[src/rtl/stark_fpu0_issue_arb_if.sv]
// Handshake bundle between the FPU0 reservation stations, the FPU0 datapath,
// writeback, and the FPU0 issue arbiter.
interface stark_fpu0_issue_arb_if #(
  parameter int NREQ = 4,
  parameter int TAGW = 8
);
  localparam int SELW = $clog2(NREQ);

  logic [NREQ-1:0]      req;
  logic [NREQ*TAGW-1:0] req_tag;
  logic [NREQ-1:0]      gnt;
  logic                 fpu_start;
  logic [SELW-1:0]      fpu_sel;
  logic                 fpu_done;
  logic                 flush;
  logic                 wb_valid;
  logic [TAGW-1:0]      wb_tag;
  logic                 wb_ack;
  logic                 busy;
  logic                 err_tmo;

  // master: stations / datapath / writeback side that drives requests and acks
  modport master (
    output req, req_tag, fpu_done, flush, wb_ack,
    input  gnt, fpu_start, fpu_sel, wb_valid, wb_tag, busy, err_tmo
  );

  // slave: the arbiter itself
  modport slave (
    input  req, req_tag, fpu_done, flush, wb_ack,
    output gnt, fpu_start, fpu_sel, wb_valid, wb_tag, busy, err_tmo
  );
endinterface

[src/rtl/stark_fpu0_issue_arb.sv]
// Round-robin issue arbiter for the shared, non-pipelined FPU0: one op in
// flight, result tag handed to writeback, flush drain and a sticky watchdog.
//
//   state | meaning
//   IDLE  | no op in flight; arbitrate req from rr_ptr upward
//   BUSY  | op issued to FPU0, waiting for fpu_done
//   WB    | result tag presented, waiting for wb_ack
//   DRAIN | op flushed, waiting for FPU0 to finish it silently
module stark_fpu0_issue_arb #(
  parameter int NREQ = 4,
  parameter int TAGW = 8,
  parameter int TMO  = 255
) (
  input  logic                   clk,
  input  logic                   rst_n,
  stark_fpu0_issue_arb_if.slave  bus
);
  localparam int SELW = $clog2(NREQ);
  localparam int CNTW = $clog2(TMO + 1);

  typedef enum logic [1:0] {IDLE, BUSY, WB, DRAIN} state_t;

  state_t          state_q, state_d;
  logic [SELW-1:0] rr_ptr_q, rr_ptr_d;
  logic [SELW-1:0] sel_q, sel_d;
  logic [CNTW-1:0] cnt_q, cnt_d;
  logic [TAGW-1:0] tag_q, tag_d;
  logic [NREQ-1:0] gnt_q, gnt_d;
  logic            start_q, start_d;
  logic            wb_valid_q, wb_valid_d;
  logic            busy_q, busy_d;
  logic            err_q, err_d;

  logic            win_found;
  logic [SELW-1:0] win_idx;
  logic [SELW:0]   scan_sum;
  logic [SELW-1:0] sel_next;
  logic            tmo_hit;

  // rr_ptr < NREQ and k < NREQ, so one conditional subtract is a full wrap
  always_comb begin
    win_found = 1'b0;
    win_idx   = '0;
    scan_sum  = '0;
    for (int k = 0; k < NREQ; k++) begin
      scan_sum = {1'b0, rr_ptr_q} + (SELW+1)'(k);
      if (scan_sum >= (SELW+1)'(NREQ)) scan_sum = scan_sum - (SELW+1)'(NREQ);
      if (!win_found && bus.req[scan_sum[SELW-1:0]]) begin
        win_found = 1'b1;
        win_idx   = scan_sum[SELW-1:0];
      end
    end
  end

  assign sel_next = (sel_q == SELW'(NREQ - 1)) ? '0 : sel_q + SELW'(1);
  assign tmo_hit  = (cnt_q == CNTW'(TMO - 1));

  always_comb begin
    state_d    = state_q;
    rr_ptr_d   = rr_ptr_q;
    sel_d      = sel_q;
    cnt_d      = cnt_q;
    tag_d      = tag_q;
    gnt_d      = '0;
    start_d    = 1'b0;
    wb_valid_d = wb_valid_q;
    err_d      = err_q;
    case (state_q)
      IDLE: begin
        if (!bus.flush && win_found) begin
          state_d        = BUSY;
          sel_d          = win_idx;
          tag_d          = bus.req_tag[win_idx*TAGW +: TAGW];
          gnt_d[win_idx] = 1'b1;
          start_d        = 1'b1;
          cnt_d          = '0;
        end
      end
      BUSY: begin
        cnt_d = cnt_q + CNTW'(1);
        // a flush coinciding with done retires the op directly, nothing left to drain
        if (bus.flush && bus.fpu_done) begin
          state_d  = IDLE;
          rr_ptr_d = sel_next;
        end else if (bus.flush) begin
          state_d = DRAIN;
        end else if (bus.fpu_done) begin
          state_d    = WB;
          wb_valid_d = 1'b1;
        end else if (tmo_hit) begin
          state_d  = IDLE;
          err_d    = 1'b1;
          rr_ptr_d = sel_next;
        end
      end
      WB: begin
        if (bus.flush || bus.wb_ack) begin
          state_d    = IDLE;
          wb_valid_d = 1'b0;
          rr_ptr_d   = sel_next;
        end
      end
      DRAIN: begin
        cnt_d = cnt_q + CNTW'(1);
        if (bus.fpu_done) begin
          state_d  = IDLE;
          rr_ptr_d = sel_next;
        end else if (tmo_hit) begin
          state_d  = IDLE;
          err_d    = 1'b1;
          rr_ptr_d = sel_next;
        end
      end
      default: state_d = IDLE;
    endcase
    busy_d = (state_d != IDLE);
  end

  always_ff @(posedge clk or negedge rst_n) begin
    if (!rst_n) begin
      state_q    <= IDLE;
      rr_ptr_q   <= '0;
      sel_q      <= '0;
      cnt_q      <= '0;
      tag_q      <= '0;
      gnt_q      <= '0;
      start_q    <= 1'b0;
      wb_valid_q <= 1'b0;
      busy_q     <= 1'b0;
      err_q      <= 1'b0;
    end else begin
      state_q    <= state_d;
      rr_ptr_q   <= rr_ptr_d;
      sel_q      <= sel_d;
      cnt_q      <= cnt_d;
      tag_q      <= tag_d;
      gnt_q      <= gnt_d;
      start_q    <= start_d;
      wb_valid_q <= wb_valid_d;
      busy_q     <= busy_d;
      err_q      <= err_d;
    end
  end

  assign bus.gnt       = gnt_q;
  assign bus.fpu_start = start_q;
  assign bus.fpu_sel   = sel_q;
  assign bus.wb_valid  = wb_valid_q;
  assign bus.wb_tag    = tag_q;
  assign bus.busy      = busy_q;
  assign bus.err_tmo   = err_q;
endmodule

[src/flat_wrapper.sv]
// flat-port wrapper written by rule: the top's interface ports become plain ports
module stark_fpu0_issue_arb_flat 
#(
  parameter int NREQ = 4,
  parameter int TAGW = 8,
  parameter int TMO  = 255
)
  (clk, rst_n, bus_req, bus_req_tag, bus_fpu_done, bus_flush, bus_wb_ack, bus_gnt, bus_fpu_start, bus_fpu_sel, bus_wb_valid, bus_wb_tag, bus_busy, bus_err_tmo);
  stark_fpu0_issue_arb_if #(.NREQ(NREQ), .TAGW(TAGW)) bus_i ();
  input  logic clk;
  input  logic rst_n;
  input wire logic [$bits(bus_i.req)-1:0] bus_req;
  input wire logic [$bits(bus_i.req_tag)-1:0] bus_req_tag;
  input wire logic [$bits(bus_i.fpu_done)-1:0] bus_fpu_done;
  input wire logic [$bits(bus_i.flush)-1:0] bus_flush;
  input wire logic [$bits(bus_i.wb_ack)-1:0] bus_wb_ack;
  output wire logic [$bits(bus_i.gnt)-1:0] bus_gnt;
  output wire logic [$bits(bus_i.fpu_start)-1:0] bus_fpu_start;
  output wire logic [$bits(bus_i.fpu_sel)-1:0] bus_fpu_sel;
  output wire logic [$bits(bus_i.wb_valid)-1:0] bus_wb_valid;
  output wire logic [$bits(bus_i.wb_tag)-1:0] bus_wb_tag;
  output wire logic [$bits(bus_i.busy)-1:0] bus_busy;
  output wire logic [$bits(bus_i.err_tmo)-1:0] bus_err_tmo;
  assign bus_i.req = bus_req;
  assign bus_i.req_tag = bus_req_tag;
  assign bus_i.fpu_done = bus_fpu_done;
  assign bus_i.flush = bus_flush;
  assign bus_i.wb_ack = bus_wb_ack;
  assign bus_gnt = bus_i.gnt;
  assign bus_fpu_start = bus_i.fpu_start;
  assign bus_fpu_sel = bus_i.fpu_sel;
  assign bus_wb_valid = bus_i.wb_valid;
  assign bus_wb_tag = bus_i.wb_tag;
  assign bus_busy = bus_i.busy;
  assign bus_err_tmo = bus_i.err_tmo;
  stark_fpu0_issue_arb #(.NREQ(NREQ), .TAGW(TAGW), .TMO(TMO)) u_core (.clk(clk), .rst_n(rst_n), .bus(bus_i));
endmodule
[config.mk]
export PLATFORM = sky130hd
export DESIGN_NAME = stark_fpu0_issue_arb_flat
export DESIGN_NICKNAME = d
export VERILOG_FILES = /design/src/rtl/stark_fpu0_issue_arb_if.sv /design/src/rtl/stark_fpu0_issue_arb.sv /design/src/flat_wrapper.sv
export SDC_FILE = /design/constraint.sdc
export NUM_CORES = 1
export LEC_CHECK = 0
export CAP_MARGIN = 20
export CORE_UTILIZATION = 47
export DETAILED_ROUTE_END_ITERATION = 8
export GPL_ROUTABILITY_DRIVEN = 0
export HOLD_SLACK_MARGIN = 0.08
export PLACE_DENSITY_LB_ADDON = 0.2
export SYNTH_ARGS = -nofsm -noshare
export SYNTH_HDL_FRONTEND = slang
export SYNTH_SLANG_ARGS = --single-unit
[constraint.sdc]
create_clock -name clk -period 4.3 [get_ports clk]
set_clock_uncertainty 0.1 [all_clocks]
set_input_delay 0.86 -clock clk [delete_from_list [all_inputs] [get_ports clk]]
set_output_delay 0.86 -clock clk [all_outputs]
set_load 0.01 [all_outputs]
==> results.sh, run 1 <==
export IMPL_cts_resized=0
export IMPL_clk_latency_ns=0.32
export IMPL_finalPower_mw=1.22
export IMPL_detail_route_iter0_violations=69
export IMPL_yosys_warnings=0
export IMPL_via_count=1413
export IMPL_status="completed"
export IMPL_cp_arrival_ns=2.69
export IMPL_clock_fmax_mhz=384
export IMPL_worstSetupPathType="input port to register"
export IMPL_area_delta_synth_final_pct=41.9
export IMPL_critPathMaxFanout=21
export IMPL_ir_drop_v=0.000269
export IMPL_tns_ns=0
export IMPL_crit_path_end_kind="register"
export IMPL_post_route_period_util_pct=60.6
export IMPL_io_pins=59
export IMPL_cts_max_path_buffers=2
export IMPL_async_reset_ff_share_pct=100
export IMPL_ys_top_cells_by_area="dfrtp_1 (47%), mux2i_1 (11%), nand2_1 (6.9%)"
export IMPL_power_leakage_nw=1.00
export IMPL_drc=0
export IMPL_cts_hold_buf=0
export IMPL_yosys_area_top_type="dfrtp_1"
export IMPL_die_x_um=60.0
export IMPL_syn_avg_cell_area_um2=10.1
export IMPL_power_internal_mw=0.757
export IMPL_fp_row_count=20
export IMPL_powerDensity_mw_per_mm2=543
export IMPL_drive_above_1_share_pct=6.02
export IMPL_grt_pass1_wl_um=6330
export IMPL_cts_setup_buffers=0
export IMPL_holdCritPathClass="register to register"
export IMPL_cts_htree_levels=2
export IMPL_place_area_mm2=0.00219
export IMPL_p_sw_mw=0.461
export IMPL_synth_edf_count=0
export IMPL_place_hpwl_um=2820
export IMPL_yosys_top_cells_count="dfrtp_1 (30), nand2_1 (29), mux2i_1 (18), o221ai_1 (10), o21ai_0 (8)"
export IMPL_yosysUniqueCellTypes=36
export IMPL_via_per_inst=5.43
export IMPL_initial_core_util_pct=50.6
export IMPL_fin_util_pct=71.8
export IMPL_switching_share_pct=37.9
export IMPL_slew_viol_final=0
export IMPL_cts_root_buffer="clkbuf_4"
export IMPL_cts_tree="yes"
export IMPL_grt_pass1_vias=1423
export IMPL_synthCells=156
export IMPL_setup_viol=0
export IMPL_maxCapViolCount=0
export IMPL_clk_pin_slew_worst_paths_ns=0.08
export IMPL_p_seq_share_pct=40.4
export IMPL_grt_use_total_pct=24.8
export IMPL_cts_sinks=30
export IMPL_ant_nets=0
export IMPL_start_kind="input port"
export IMPL_antenna_cells=0
export IMPL_hold_viol_final=0
export IMPL_core_area_mm2=0.00313
export IMPL_wl_um=3860
export IMPL_yosys_register_bits=30
export IMPL_fill_cells=244
export IMPL_rrSetupSlack_ns=2.19
export IMPL_grt_max_degree=31
export IMPL_seq_area_frac_synth_pct=47.5
export IMPL_final_area_mm2=0.00224
export IMPL_grt_remaining_overflow=0
export IMPL_post_drt_wl_per_cell_um=14.8
export IMPL_clock_power_share_pct=13.6
export IMPL_synth_main_ff_cell="dfrtp_1"
export IMPL_worstMarginPinSlew_ns=0.587
export IMPL_syn_cell_area_mm2=0.00158
export IMPL_die_h_um=60.0
export IMPL_final_cells=260
export IMPL_critPathRequiredTime_ns=4.39
export IMPL_numPlacedInstances=254
export IMPL_post_route_min_period_ns=2.60
export IMPL_synth_nets=200
export IMPL_numCtsBuffers=5
export IMPL_numPortBuffers=58
export IMPL_relSlewSlack_pct=60.9
export IMPL_dieArea_mm2=0.00360
export IMPL_rsz0062_at_grt="false"
export IMPL_synth_top_area_share_pct=47.5
export IMPL_antenna_found_initial=0
export IMPL_drtPass1Iterations=4
export IMPL_yosysMostFrequentCell="dfrtp_1"
export IMPL_final_nets=261
export IMPL_power_frac_comb_pct=46.0
[sequential cells by signal, indices dropped and copies added, names as in the netlist, 2 cells and up]
name                flops
u_core.bus.fpu_sel      2
u_core.bus.gnt          4
u_core.bus.wb_tag       8
u_core.cnt_q            8
u_core.rr_ptr_q         2
u_core.state_q          2
[worst paths after layout]
check	startpoint	endpoint	depth (start not counted)
max	bus_req[3]	u_core.bus.wb_tag[7]	6
min	u_core.bus.wb_tag[5]	u_core.bus.wb_tag[5]	2
max reg2reg	u_core.state_q[0]	u_core.bus.wb_tag[7]	6
min reg2reg	u_core.bus.wb_tag[5]	u_core.bus.wb_tag[5]	2
max in group asynchronous	rst_n	u_core.bus.gnt[3]	2
min in group asynchronous	rst_n	u_core.bus.busy	2
[routing by layer]
metal / wire length [um] / GRT usage [%] / up-vias
li1: - / - / 676
met1: 1530 / 28.6 / 679
met2: 2070 / 43.8 / 56
met3: 244 / 8.01 / 2
met4: 16 / 6.64 / 0
met5: 0 / 0 / -
[critical path, cell delays in order]
cell and delay (ns):
clkdlybuf4s50_1 0.52, o41ai_2 0.38, buf_4 0.31, inv_1 0.15
nand2_1 0.29, o221ai_1 0.18
[area by class of cell]
class,count,area [um2],share of cell area [%]
Multi-Input combinational cell,113,762,33.9
Timing Repair Buffer,61,603,26.9
Inverter,6,22.5,1.00
Tap cell,44,55.1,2.45
Sequential cell,30,751,33.4
Clock buffer,6,51.3,2.29
[power by group through the flow]
| stage | Sequential (mW) | Clock, mW | Combinational [mW] |
|---|---|---|---|
| floorplan | 0.486 | 0 | 0.338 |
| global placement | 0.487 | 0 | 0.541 |
| detailed placement | 0.494 | 0 | 0.561 |
| CTS | 0.490 | 0.169 | 0.565 |
| global route | 0.512 | 0.183 | 0.622 |
| finish | 0.492 | 0.166 | 0.560 |
[metrics by stage]
stage / hold WS, ns / setup WS (ns)
2_1_floorplan: 0.384 / 2.08
4_1_cts: 0.399 / 1.71
6_report: 0.399 / 1.70
3_3_place_gp: 0.343 / 1.41
3_5_place_dp: 0.378 / 1.38
5_1_grt: 0.418 / 1.58
[logic make-up (layout without fill, tap and decap cells)]
| kind of cell | count (synthesis) | count (layout) | synth area share [%] |
|---|---|---|---|
| AO/OA/AOI/OAI | 31 | 31 | 14.2 |
| XOR/XNOR | 6 | 6 | 3.32 |
| adder cells (fa/ha/maj) | 3 | 3 | 2.37 |
| buffers and inverters | 13 | 73 | 4.83 |
| flip-flops | 30 | 30 | 47.5 |
| multiplexers | 19 | 19 | 12.1 |
| AND/OR/NAND/NOR | 54 | 54 | 15.7 |
[layout by cell type (no fill, tap or decap), types with 3 or more instances in the layout]
| master | netlist | layout |
|---|---|---|
| clkdlybuf4s50_1 | 0 | 58 |
| dfrtp_1 | 30 | 30 |
| nand2_1 | 29 | 29 |
| mux2i_1 | 18 | 18 |
| o221ai_1 | 10 | 10 |
| o21ai_0 | 8 | 8 |
| nor2_1 | 6 | 6 |
| inv_1 | 5 | 5 |
| clkbuf_4 | 0 | 5 |
| nand3_1 | 4 | 4 |
| xor2_1 | 4 | 4 |
| nor3_1 | 3 | 3 |
| nor2b_1 | 3 | 3 |
| ha_1 | 3 | 3 |
| buf_4 | 0 | 3 |
Power figures use the tool's default switching activity.
==> run 2, diff against run 1 <==
--- a/config.mk
+++ b/config.mk
@@ -6,7 +6,7 @@
 export NUM_CORES = 1
 export LEC_CHECK = 0
 export CAP_MARGIN = 20
-export CORE_UTILIZATION = 47
+export CORE_UTILIZATION = 44
 export DETAILED_ROUTE_END_ITERATION = 8
 export GPL_ROUTABILITY_DRIVEN = 0
 export HOLD_SLACK_MARGIN = 0.08
==> constraint.sdc (replaced) <==
create_clock -name clk -period 2.5 [get_ports clk]
set_clock_uncertainty 0.1 [all_clocks]
set_input_delay 0.5 -clock clk [delete_from_list [all_inputs] [get_ports clk]]
set_output_delay 0.5 -clock clk [all_outputs]
set_load 0.01 [all_outputs]
==> results.sh, run 2 (synthesis gave the netlist of run 1 again) <==
export IMPL_cts_setup_buffers=0
export IMPL_ant_nets=0
export IMPL_r2r_start="u_core.state_q[0]"
export IMPL_grt_remaining_overflow=0
export IMPL_cp_arrival_ns=2.23
export IMPL_reg2reg_to="u_core.bus.wb_tag[3]"
export IMPL_setup_viol=0
export IMPL_critical_path_max_stage_delay_ns=0.47
export IMPL_rsz0062_at_grt="false"
export IMPL_grt_pass1_vias=1404
export IMPL_place_area_mm2=0.00221
export IMPL_drc=0
export IMPL_clock_fmax_mhz=471
export IMPL_cts_hold_buf=0
export IMPL_fp_row_count=21
export IMPL_crit_path_end_kind="register"
export IMPL_critPathRequiredTime_ns=2.61
export IMPL_critPathMaxFanout=19
export IMPL_wl_um=3740
export IMPL_tns_ns=0
export IMPL_area_delta_synth_final_pct=43.4
export IMPL_maxCapViolCount=0
export IMPL_core_area_mm2=0.00339
export IMPL_drtPass1Iterations=4
export IMPL_io_pins=59
export IMPL_hold_viol_final=0
export IMPL_via_per_inst=5.25
export IMPL_ir_drop_v=0.000455
export IMPL_cts_sinks=30
export IMPL_numCtsBuffers=5
export IMPL_antenna_cells=0
export IMPL_worstMarginPinSlew_ns=0.583
export IMPL_grt_pass1_wl_um=5960
export IMPL_hp_start="u_core.bus.err_tmo"
export IMPL_grt_use_total_pct=22.1
export IMPL_final_area_mm2=0.00227
export IMPL_place_hpwl_um=2770
export IMPL_crit_slowest_cell="clkdlybuf4s50_1"
export IMPL_detail_route_iter0_violations=56
export IMPL_path_delay_family="buffers and inverters"
export IMPL_antenna_found_initial=0
export IMPL_worstSetupPathType="input port to register"
export IMPL_die_h_um=62.0
export IMPL_crit_buf_inv=2
export IMPL_final_nets=261
export IMPL_dieArea_mm2=0.00384
export IMPL_power_leakage_nw=1.01
export IMPL_relSlewSlack_pct=61.1
export IMPL_holdPathEnd="u_core.bus.err_tmo"
export IMPL_final_common_cell="clkdlybuf4s50_1"
export IMPL_cts_root_buffer="clkbuf_4"
export IMPL_numPortBuffers=58
export IMPL_crit_chain="clkdlybuf4s50_1 > nor2b_1 > a211o_1 > a21oi_2 > buf_12 > mux2i_1 > o221ai_1"
export IMPL_status="completed"
export IMPL_powerDensity_mw_per_mm2=939
export IMPL_clk_latency_ns=0.34
export IMPL_post_drt_wl_per_cell_um=14.2
export IMPL_final_cell_mix="clkdlybuf4s50_1 (58), dfrtp_1 (30), nand2_1 (29), mux2i_1 (18), o221ai_1 (10)"
export IMPL_die_x_um=62.0
export IMPL_worstHoldPathCells=1
export IMPL_fin_util_pct=66.9
export IMPL_drive_above_1_share_pct=6.42
export IMPL_holdCritPathClass="register to register"
export IMPL_slew_viol_final=0
export IMPL_via_count=1387
export IMPL_cts_tree="yes"
export IMPL_cts_resized=0
export IMPL_start_kind="input port"
export IMPL_post_route_period_util_pct=84.9
export IMPL_post_route_min_period_ns=2.12
export IMPL_hold_slack_ns=0.378
export IMPL_rr_worst_depth=5
export IMPL_initial_core_util_pct=46.7
export IMPL_clk_pin_slew_worst_paths_ns=0.09
export IMPL_grt_max_degree=31
export IMPL_rrSetupSlack_ns=0.59
export IMPL_cts_htree_levels=2
export IMPL_cts_max_path_buffers=2
-- run 2: cell count changes in the layout (fill, tap and decap cells not counted), sizes merged --
cell,delta
clkinv,+1
clkbuf,+1
-- run 2: cell type report --
type	instances	area (um2)
multi-input combinational	113	762
clock inverter	1	5.00
sequential	30	751
inverter	6	22.5
tap	46	57.6
clock buffer	7	55.1
timing repair buffer	61	616
fill	277	1120
-- run 2: worst register-to-register path, delay by kind of cell (launching register included) --
kind | cells | cell delay [ns]
DFF | 1 | 0.61
and+or+nand+nor | 2 | 0.55
AOI/OAI and AO/OA | 2 | 0.40
buffers and inverters | 1 | 0.16
-- run 2: how the worst max path moves through the flow --
| stage | start | to | cells past startpoint |
|---|---|---|---|
| final | bus_req[0] | u_core.bus.wb_tag[1] | 7 |
| after global routing | bus_req[0] | u_core.bus.wb_tag[4] | 7 |
| after CTS | bus_req[0] | u_core.bus.wb_tag[1] | 7 |
| after detailed placement | bus_req[0] | u_core.bus.wb_tag[1] | 7 |
| after global placement | bus_req[1] | u_core.bus.wb_tag[4] | 7 |
| after floorplan | bus_req[0] | u_core.bus.wb_tag[1] | 7 |
-- run 2: per-stage QoR --
stage	std cells	power, mW	worst slack (ns)
2_1_floorplan	156	1.42	0.641
3_3_place_gp	256	1.79	0.140
3_5_place_dp	256	1.83	-0.00782
4_1_cts	264	2.15	0.373
5_1_grt	264	2.29	0.351
6_report	264	2.13	0.377
-- run 2: power breakdown --
| part | internal, mW | switching (mW) |
|---|---|---|
| Sequential | 0.662 | 0.184 |
| Combinational | 0.529 | 0.449 |
| Clock | 0.136 | 0.171 |
| Total | 1.33 | 0.804 |
-- run 2: layer usage --
metal	global-route usage (%)	share of wire, %
met1	23.5	41
met2	38.8	53
met3	7.04	4.2
met4	11.7	2.2
met5	0	0
